==> config.mk <==
export PLATFORM = sky130hd
export DESIGN_NAME = manchester_decoder
export DESIGN_NICKNAME = d
export VERILOG_FILES = /design/src/rtl/manchester_decoder_pkg.sv /design/src/rtl/manchester_decoder_sync_edge.sv /design/src/rtl/manchester_decoder.sv
export SDC_FILE = /design/constraint.sdc
export NUM_CORES = 1
export LEC_CHECK = 0
export CORE_UTILIZATION = 35
export CTS_BUF_LIST = sky130_fd_sc_hd__clkbuf_8 sky130_fd_sc_hd__clkbuf_16
export DETAILED_ROUTE_END_ITERATION = 7
export PLACE_DENSITY_LB_ADDON = 0.15
export SLEW_MARGIN = 15
export SYNTH_ARGS = -nofsm -noshare
export SYNTH_HDL_FRONTEND = slang
export SYNTH_SLANG_ARGS = --single-unit
==> constraint.sdc <==
create_clock -name clk -period 6.5 [get_ports clk]
set_clock_uncertainty 0.15 [all_clocks]
set_input_delay 1.3 -clock clk [delete_from_list [all_inputs] [get_ports clk]]
set_output_delay 1.3 -clock clk [all_outputs]
set_load 0.03 [all_outputs]
==> src/rtl/manchester_decoder_pkg.sv <==
// Shared definitions for the Manchester receive path: FSM states, default
// minimum half-bit period, and the bit polarity shared with the encoder.
// Polarity follows IEEE 802.3: a mid-bit rising edge carries a 1.
package manchester_decoder_pkg;

  typedef enum logic [1:0] {
    ST_IDLE  = 2'd0,
    ST_ALIGN = 2'd1,
    ST_TRACK = 2'd2
  } state_e;

  // Smallest half-bit period (in clocks) the windows are sized for
  localparam int MIN_HALF_DEFAULT = 4;

  // Line level after a mid-bit rising edge; the encoder drives the same sense
  localparam logic MANCH_RISE_BIT = 1'b1;

  // Clamp a requested half-bit period up to the legal minimum
  function automatic logic [31:0] clamp_half(input logic [31:0] hp, input logic [31:0] min_hp);
    return (hp < min_hp) ? min_hp : hp;
  endfunction

endpackage

==> src/rtl/manchester_decoder_sync_edge.sv <==
// Synchronises the asynchronous Manchester line and flags level changes.
// Latency: SYNC_STAGES flops to the synchronised level, plus one register
// that presents the level and a rise|fall edge flag together.
module manchester_decoder_sync_edge #(
  parameter int SYNC_STAGES = 2
) (
  input  logic clk,
  input  logic rst,
  input  logic line_i,
  output logic level_o,
  output logic edge_o
);

  logic [SYNC_STAGES-1:0] sync_q;
  logic                   level_q;
  logic                   edge_q;

  // Metastability chain: line enters at bit 0, settled level at the top bit
  always_ff @(posedge clk or posedge rst) begin
    if (rst) sync_q <= '0;
    else     sync_q <= {sync_q[SYNC_STAGES-2:0], line_i};
  end

  // Level and edge registered together so the edge flag and the new level line up
  always_ff @(posedge clk or posedge rst) begin
    if (rst) begin
      level_q <= 1'b0;
      edge_q  <= 1'b0;
    end else begin
      level_q <= sync_q[SYNC_STAGES-1];
      edge_q  <= sync_q[SYNC_STAGES-1] ^ level_q;
    end
  end

  assign level_o = level_q;
  assign edge_o  = edge_q;

endmodule

==> src/rtl/manchester_decoder.sv <==
// Manchester receiver: recovers NRZ bits from mid-bit transitions, one
// data_valid strobe per bit, SYNC_STAGES+2 clocks after the line changes.
// Optional error counter is enabled by defining MANCH_ERR_CNT_EN.
module manchester_decoder
  import manchester_decoder_pkg::*;
#(
  parameter int SYNC_STAGES = 2,
  parameter int MIN_HALF    = MIN_HALF_DEFAULT
) (
  input  logic        clk,
  input  logic        rst,
  input  logic        cs,
  input  logic [31:0] half_period,
  input  logic        line_in,
  output logic        data_out,
  output logic        data_valid,
  output logic        locked,
  output logic        code_err
`ifdef MANCH_ERR_CNT_EN
  ,
  output logic [15:0] err_count
`endif
);

  state_e      state_q, state_d;
  logic [31:0] hp_q, hp_d;
  logic [31:0] cnt_q, cnt_d;
  logic        data_q, data_d;
  logic        valid_q, valid_d;
  logic        locked_q, locked_d;
  logic        err_q, err_d;

  logic        line_lvl;
  logic        line_edge;
  logic        rx_bit;
  logic [33:0] win_lo;
  logic [33:0] win_hi;
  logic [33:0] cnt_ext;
  logic        in_win;
  logic        tmo;

  manchester_decoder_sync_edge #(
    .SYNC_STAGES(SYNC_STAGES)
  ) u_sync_edge (
    .clk    (clk),
    .rst    (rst),
    .line_i (line_in),
    .level_o(line_lvl),
    .edge_o (line_edge)
  );

  // Acceptance window around the next mid-bit edge: 1.5 to 2.5 half periods.
  // 34-bit arithmetic so a huge half_period cannot wrap the window.
  assign win_lo  = {2'b00, hp_q} + {3'b000, hp_q[31:1]};
  assign win_hi  = {1'b0, hp_q, 1'b0} + {3'b000, hp_q[31:1]};
  assign cnt_ext = {2'b00, cnt_q};
  assign in_win  = line_edge && (cnt_ext >= win_lo) && (cnt_ext < win_hi);
  assign tmo     = (cnt_ext >= win_hi);
  assign rx_bit  = (line_lvl == MANCH_RISE_BIT);

  // FSM state register
  always_ff @(posedge clk or posedge rst) begin
    if (rst) state_q <= ST_IDLE;
    else     state_q <= state_d;
  end

  // FSM next state: cs low overrides any edge or timeout in the same cycle
  always_comb begin
    state_d = state_q;
    if (!cs) begin
      state_d = ST_IDLE;
    end else begin
      case (state_q)
        ST_IDLE:  if (line_edge) state_d = ST_ALIGN;
        ST_ALIGN: begin
          if (tmo)         state_d = ST_IDLE;
          else if (in_win) state_d = ST_TRACK;
        end
        ST_TRACK: if (tmo) state_d = ST_IDLE;
        default:  state_d = ST_IDLE;
      endcase
    end
  end

  // FSM outputs and datapath next values; edges before the window are
  // bit-boundary transitions and only let the counter run on
  always_comb begin
    hp_d     = hp_q;
    cnt_d    = cnt_q;
    data_d   = data_q;
    valid_d  = 1'b0;
    locked_d = locked_q;
    err_d    = 1'b0;
    if (!cs) begin
      cnt_d    = '0;
      data_d   = 1'b0;
      locked_d = 1'b0;
    end else begin
      case (state_q)
        ST_IDLE: begin
          cnt_d = '0;
          if (line_edge) hp_d = clamp_half(half_period, 32'(MIN_HALF));
        end
        ST_ALIGN, ST_TRACK: begin
          if (tmo) begin
            cnt_d    = '0;
            locked_d = 1'b0;
            err_d    = (state_q == ST_TRACK);
          end else if (in_win) begin
            cnt_d    = '0;
            valid_d  = 1'b1;
            data_d   = rx_bit;
            locked_d = 1'b1;
          end else begin
            cnt_d = (cnt_q == '1) ? cnt_q : cnt_q + 32'd1;
          end
        end
        default: begin
          cnt_d    = '0;
          locked_d = 1'b0;
        end
      endcase
    end
  end

  // Datapath and output registers
  always_ff @(posedge clk or posedge rst) begin
    if (rst) begin
      hp_q     <= 32'(MIN_HALF);
      cnt_q    <= '0;
      data_q   <= 1'b0;
      valid_q  <= 1'b0;
      locked_q <= 1'b0;
      err_q    <= 1'b0;
    end else begin
      hp_q     <= hp_d;
      cnt_q    <= cnt_d;
      data_q   <= data_d;
      valid_q  <= valid_d;
      locked_q <= locked_d;
      err_q    <= err_d;
    end
  end

  assign data_out   = data_q;
  assign data_valid = valid_q;
  assign locked     = locked_q;
  assign code_err   = err_q;

`ifdef MANCH_ERR_CNT_EN
  logic [15:0] err_cnt_q;

  // Saturating count of tracking losses; survives cs, cleared only by rst
  always_ff @(posedge clk or posedge rst) begin
    if (rst)                               err_cnt_q <= '0;
    else if (err_d && (err_cnt_q != '1))   err_cnt_q <= err_cnt_q + 16'd1;
  end

  assign err_count = err_cnt_q;
`endif

endmodule

==> metrics.csv, run 1 <==
stage,metric,value,unit
cts,clk_path_buf_depth,2,
pwr,vdd_drop_max,126,uV
floorplanning,ios,40,
pwr,p_leak,4.02,nW
critical_path,critPathRequiredTime,6.58,ns
global_routing,grt_max_degree,75,
routing,ant_nets,0,
sta,hold_violations,0,
cts,clk_pin_slew,0.06,ns
sta,rsz0062_at_grt,false,
flow_run,cap_violations,0,
critical_path,rr_endpoint,cnt_q[3],
sta,drv_slew,0,
cts,cts_root_buffer,clkbuf_16,
finish,nets,1101,
sta,fin_crit_sh,92.0,%
synthesis,synthCells,898,
synthesis,synth-edff-count,0,
global_routing,antenna_found_initial,1,
global_routing,first_global_vias,6441,
synthesis,ys.flop_type,dfrtp_1,
synthesis,syn-cell-area,8260,um2
hold_path,hp-start,u_sync_edge.sync_q[0],
cts,cts_tree,built,
finish,area_growth,11.8,%
critical_path,end_kind,flip-flop,
cts,cts-resized-gates,0,
placement,gp_congestion,0.856,
critical_path,crit_path_start_kind,flip-flop,
critical_path,r2r_slack,0.52,ns
global_routing,grt.overflow.total,0,
sta,min_period,5.98,ns
cts,cts_made_buffers,9,
floorplanning,dieWidth,156,um
synthesis,synth.distinct_cells,83,
floorplanning,start_util,36.0,%
finish,fin_util,40.3,%
routing,viasPerCell,5.37,
critical_path,critPathKind,reg -> reg,
cts,cts.sinks,74,
synthesis,avgSynthCellArea,9.20,um2
critical_path,reg2reg_from,hp_q[1],
finish,ff_latch_area,1850,um2
sta,relSlewSlack,33.2,%
hold_path,whs_endpoint,u_sync_edge.sync_q[1],
routing,finalWirelength,22300,um
synthesis,yosys_warnings,0,
cts,holdBufCountCts,0,
floorplanning,dieArea,24200,um2
routing,drc,0,
sta,tightest_slew,1.00,ns
routing,drt_iter0_drc,380,
floorplanning,rows,55,
cts,cts-htree-levels,3,
placement,port_buffers,39,
floorplanning,die_y,156,um
critical_path,cp_max_fo,18,
pwr,power_density,402,nW/um2
finish,drive_gt1_share,12.5,%
placement,place_ws,0.446,ns
critical_path,reg2reg_depth,20,
synthesis,ys_seq_area_share,22.4,%
run_status,status,"finished, final reports clean",
critical_path,worstPathArrival,6.06,ns
hold_path,hold-path-cell-count,0,
hold_path,hold_path.class,reg -> reg,
routing,dr_total_vias,6707,
global_routing,grt_pass1_wl,35600,um
sta,fmax,167,MHz
routing,wire_per_inst,17.8,um
synthesis,synth_nets,1067,
cts,post_cts_buffers,0,
sta,setup_viol,0,
synthesis,synth-async-reset-ratio,100,%
cts,clock_latency,0.35,ns
floorplanning,core_area,22900,um2
placement,detailed_place_hpwl,17900,um
routing,drt-pass1-iter-count,5,
finish,multi_input_area,6180,um2
synthesis,ys_ff_latch,74,
finish,diodes,0,
sta,layout_setup_ws,0.517,ns
sta,setup_tns,0,ns
finish,fillerInstances,2289,
global_routing,grt.total_usage,19.1,%
## how the worst max path moves through the flow
stage / cells after the start / from / to
after floorplan: 21 / hp_q[1] / cnt_q[0]
after global placement: 21 / hp_q[1] / cnt_q[7]
after detailed placement: 20 / hp_q[1] / cnt_q[4]
after CTS: 20 / hp_q[1] / cnt_q[3]
after global routing: 20 / hp_q[1] / cnt_q[7]
final: 20 / hp_q[1] / cnt_q[3]
## layout by cell type (no fill, tap or decap), types with 10 or more instances in the layout
cell             instances
nand4_1                 31
xor2_1                  54
nor4_1                  10
dfrtp_1                 73
o21a_1                  12
clkdlybuf4s50_1         39
nor3_1                  12
xnor2_1                 34
ha_1                   131
mux2_2                  29
nand2_1                 56
a21oi_1                 86
nor2_1                  40
a21o_1                  34
nor2_4                  30
nand2b_1                10
nand3_1                 34
o21ai_0                 36
inv_1                   23
and3_1                  11
## worst max-delay path, cell delays in order (launching register included)
cell and delay, ns:
dfrtp_1 0.49, ha_1 0.28, fa_1 0.40, a21o_1 0.19, nand4_1 0.12, a21oi_1 0.12
nor4b_1 0.53, o32ai_1 0.28, o41a_1 0.38, a21oi_1 0.19, xor2_1 0.09, ha_1 0.30
nand4_1 0.17, nor4_1 0.32, o311ai_0 0.20, o211ai_1 0.14, o221ai_1 0.16, a221oi_2 0.45
nand3b_4 0.59, buf_12 0.24, nor2_4 0.05
## kinds of logic after synthesis
kind of cell / synth area share, %
AND/OR/NAND/NOR: 20.6
adder cells (fa/ha/maj): 20.3
XOR/XNOR: 9.33
AO/OA/AOI/OAI: 20.2
multiplexers: 4.32
flip-flops: 22.4
buffers and inverters: 2.83
## report_power, final
part           internal, W  switching [W]
sequential        0.000520       0.000113
combinational      0.00110        0.00149
clock             0.000278       0.000220
## flip-flops by register name, indices dropped and copies added (netlist names)
name                 flops
cnt_q                   32
code_err                 1
data_out                 1
data_valid               1
hp_q                    32
locked                   1
state_q                  2
u_sync_edge.edge_o       1
u_sync_edge.level_o      1
u_sync_edge.sync_q       2
## stage by stage
| step | total power, W | instances | cell area [um2] | hold WS [ns] |
|---|---|---|---|---|
| 6_report | 0.00372 | 1250 | 9240 | 0.198 |
| 5_1_grt | 0.00408 | 1250 | 9240 | 0.216 |
| 4_1_cts | 0.00375 | 1250 | 9240 | 0.200 |
| 3_5_place_dp | 0.00323 | 1234 | 8950 | 0.186 |
| 3_3_place_gp | 0.00324 | 1234 | 8950 | 0.186 |
| 2_1_floorplan | 0.00260 | 898 | 8260 | 0.181 |
## per-layer routing
layer	track usage, %	up-vias	wire length [um]
met5	0	-	13
met4	5.46	2	403
met3	2.61	20	615
met2	31.8	94	10400
met1	25.8	3147	10900
li1	-	3444	-
## synth_stat cells (all sizes together) (4+ instances only)
master | instances | share of area (%)
buf | 12 | 1.4
nor2 | 70 | 5.9
xnor2 | 34 | 3.6
and2 | 9 | 0.74
nor4 | 10 | 0.76
o21bai | 5 | 0.45
nand2b | 10 | 0.76
nor2b | 7 | 0.53
a31oi | 8 | 0.68
mux2 | 29 | 4.0
or3 | 4 | 0.30
dfrtp | 73 | 22
ha | 131 | 20
a221oi | 5 | 0.68
a211oi | 9 | 0.88
nand3 | 35 | 2.1
xor2 | 54 | 5.7
and3 | 12 | 0.92
o211ai | 8 | 0.79
o21ai | 39 | 2.5
and4 | 7 | 0.76
inv | 23 | 1.0
o21a | 12 | 1.1
nand4 | 32 | 2.5
nand2 | 57 | 2.6
a21o | 38 | 3.5
clkbuf | 8 | 0.39
a21oi | 87 | 5.4
nor3 | 15 | 1.2
## cell type report
class,count,share of cell area (%)
tap,313,4.24
timing repair buffer,43,4.82
sequential,74,20.1
clock buffer,11,2.74
multi-input combinational,781,66.9
inverter,23,0.948
clock inverter,5,0.325
No activity file was read; power rests on OpenSTA's default activity.
==> run 2: changes to the inputs <==
--- a/config.mk
+++ b/config.mk
@@ -5,6 +5,8 @@
 export SDC_FILE = /design/constraint.sdc
 export NUM_CORES = 1
 export LEC_CHECK = 0
+export CORE_ASPECT_RATIO = 2
+export CORE_MARGIN = 5
 export CORE_UTILIZATION = 35
 export CTS_BUF_LIST = sky130_fd_sc_hd__clkbuf_8 sky130_fd_sc_hd__clkbuf_16
 export DETAILED_ROUTE_END_ITERATION = 7
==> run 2 against run 1 <==
Compared with the run above: global-route usage rose by 0.16 points; via count rose by 2.7%; critical path depth fell by 2; register-to-register slack improved by 0.07 ns; clock-buffer cell count fell by 2; maximum frequency rose by 1.2%; clock power rose by 14%; highest routed layer is now met4.
==> metrics.csv, run 2 (synthesized netlist as in run 1, its figures left out) <==
stage,metric,value,unit,change
cts,clk_pin_slew,0.06,ns,about the same
cts,clock_latency,0.38,ns,+0.03 ns
critical_path,crit_start,hp_q[1],,
critical_path,reg2reg_from,hp_q[1],,
placement,dp.cells,1205,,-2.4%
floorplanning,start_util,35.4,%,-0.64 points
critical_path,r2r_slack,0.59,ns,+0.07 ns
sta,rsz0062_at_grt,false,,
routing,wire_per_inst,20.7,um,+16%
routing,ant_nets,0,,unchanged
pwr,switching_share,50.6,%,+1.6 points
pwr,pwr-share-clk,14.5,%,+1.1 points
routing,wl_met1,8580,um,-21%
critical_path,crit_path_start_kind,flip-flop,,
global_routing,antenna_found_initial,0,,-1
run_status,status,"finished, final reports clean",,
finish,multi_input_area,6180,um2,unchanged
cts,holdBufCountCts,0,,unchanged
pwr,vdd_drop_max,171,uV,+35%
hold_path,hp-start,u_sync_edge.sync_q[0],,
critical_path,end_kind,flip-flop,,
sta,setup_tns,0,ns,unchanged
routing,highest_layer,met4,,
finish,finalNonFillerCells,1221,,-2.3%
pwr,p_leak,4.04,nW,+0.51%
finish,area_growth,11.9,%,about the same
placement,port_buffers,39,,unchanged
placement,gp_congestion,0.842,,-1.7%
critical_path,crit_path_end,cnt_q[4],,
cts,cts.sinks,74,,unchanged
critical_path,cp_max_fo,17,,-1
global_routing,first_global_vias,7200,,+12%
finish,nets,1102,,+0.091%
routing,drc,0,,unchanged
global_routing,grt.total_usage,19.3,%,+0.16 points
routing,drt_iter0_drc,294,,-23%
routing,dr_total_vias,6889,,+2.7%
pwr,power,0.00390,W,+5.0%
routing,routed-wl-met3,417,um,-32%
global_routing,grt_pass1_wl,39800,um,+12%
routing,drt-pass1-iter-count,5,,unchanged
sta,hold_violations,0,,unchanged
floorplanning,dieWidth,119,um,-24%
pwr,internal_power,0.00193,W,+1.8%
cts,cts-resized-gates,0,,unchanged
critical_path,reg2reg_depth,18,,-10%
critical_path,worstPathArrival,6.01,ns,-0.05 ns
routing,wl_met2,14800,um,+43%
cts,cts_root_buffer,clkbuf_16,,
routing,finalWirelength,25300,um,+14%
placement,detailed_place_hpwl,21200,um,+18%
pwr,power_switching,0.00198,W,+8.4%
floorplanning,ios,40,,unchanged
global_routing,grt.overflow.total,0,,unchanged
finish,drive_gt1_share,12.7,%,+0.20 points
critical_path,rr_endpoint,cnt_q[4],,
floorplanning,die_y,227,um,+46%
finish,reg_top3,"cnt_q x32, hp_q x32",,
pwr,p_comb_share,69.1,%,-0.5 points
finish,ff_latch_area,1850,um2,unchanged
finish,fillerInstances,2377,,+3.8%
floorplanning,core_area,23300,um2,+1.8%
pwr,power_density,422,nW/um2,+5.0%
global_routing,grt_max_degree,75,,unchanged
cts,cts_tree,built,,
cts,clk_path_buf_depth,2,,unchanged
finish,layout_common_cells,"131 x ha_1, 86 x a21oi_1, 73 x dfrtp_1",,
sta,tightest_slew,1.03,ns,+0.0242 ns
finish,diodes,0,,unchanged
critical_path,critPathRequiredTime,6.60,ns,+0.02 ns
sta,relSlewSlack,31.6,%,-1.6 points
cts,cts_made_buffers,9,,unchanged
sta,fin_crit_sh,91.0,%,-1.1 points
routing,viasPerCell,5.64,,+5.2%
cts,post_cts_buffers,0,,unchanged
floorplanning,rows,79,,+44%
finish,layout_commonest_cell,ha_1,,
sta,fmax,169,MHz,+1.2%
flow_run,cap_violations,0,,unchanged
hold_path,hold_path.class,reg -> reg,,
finish,fin_util,39.6,%,-0.69 points
sta,setup_viol,0,,unchanged
critical_path,critPathKind,reg -> reg,,
sta,drv_slew,0,,unchanged
cts,cts-htree-levels,3,,unchanged
sta,min_period,5.91,ns,-0.0706 ns
pwr,power_frac_seq,16.4,%,-0.6 points
floorplanning,dieArea,27000,um2,+11%
## run 2: layer usage
layer  vias to the layer above  track usage [%]
li1                       3436                -
met1                      3319             18.2
met2                        86             38.9
met3                        48             2.54
met4                         0             11.4
met5                         -                0
## run 2: worst min path at each step
stage                            end  cells past startpoint
6_report       u_sync_edge.sync_q[1]                      0
2_1_floorplan  u_sync_edge.sync_q[1]                      0
3_3_place_gp   u_sync_edge.sync_q[1]                      0
3_5_place_dp   u_sync_edge.sync_q[1]                      0
5_1_grt        u_sync_edge.sync_q[1]                      0
4_1_cts        u_sync_edge.sync_q[1]                      0
## run 2: per-stage QoR
| step | hold slack, ns | setup WS (ns) | cell area (um2) |
|---|---|---|---|
| floorplan | 0.181 | 1.77 | 8260 |
| finish | 0.201 | 0.588 | 9240 |
| CTS | 0.205 | 0.570 | 9240 |
| global route | 0.219 | 0.157 | 9240 |
| global placement | 0.186 | 0.760 | 8920 |
| detailed placement | 0.191 | 0.563 | 8920 |
## run 2: power groups by stage
stage / Sequential, W / Clock, W / Combinational (W)
floorplan: 0.000596 / 0 / 0.00200
global placement: 0.000652 / 0 / 0.00269
detailed placement: 0.000654 / 0 / 0.00270
CTS: 0.000644 / 0.000586 / 0.00271
global route: 0.000650 / 0.000597 / 0.00299
finish: 0.000639 / 0.000566 / 0.00270
## run 2: layout make-up
class,instances,area share (%)
Clock inverter,7,1.00
Clock buffer,9,2.44
Multi-Input combinational cell,781,66.8
Sequential cell,74,20.0
Timing Repair Buffer,44,4.90
Inverter,23,0.948
Tap cell,283,3.83
## run 2: critical path, stage by stage, from the launching register on
cell and delay (ns):
dfrtp_1 0.50, ha_1 0.28, fa_1 0.41, a21o_1 0.19
nand4_1 0.10, a21oi_1 0.10, nor4b_1 0.55, o32ai_1 0.29
o41a_1 0.38, a21oi_1 0.19, xor2_1 0.10, ha_1 0.29
nand4_1 0.16, a2111oi_0 0.62, o221ai_1 0.21, a221oi_2 0.43
nand3b_4 0.55, buf_12 0.23, nor2_4 0.05
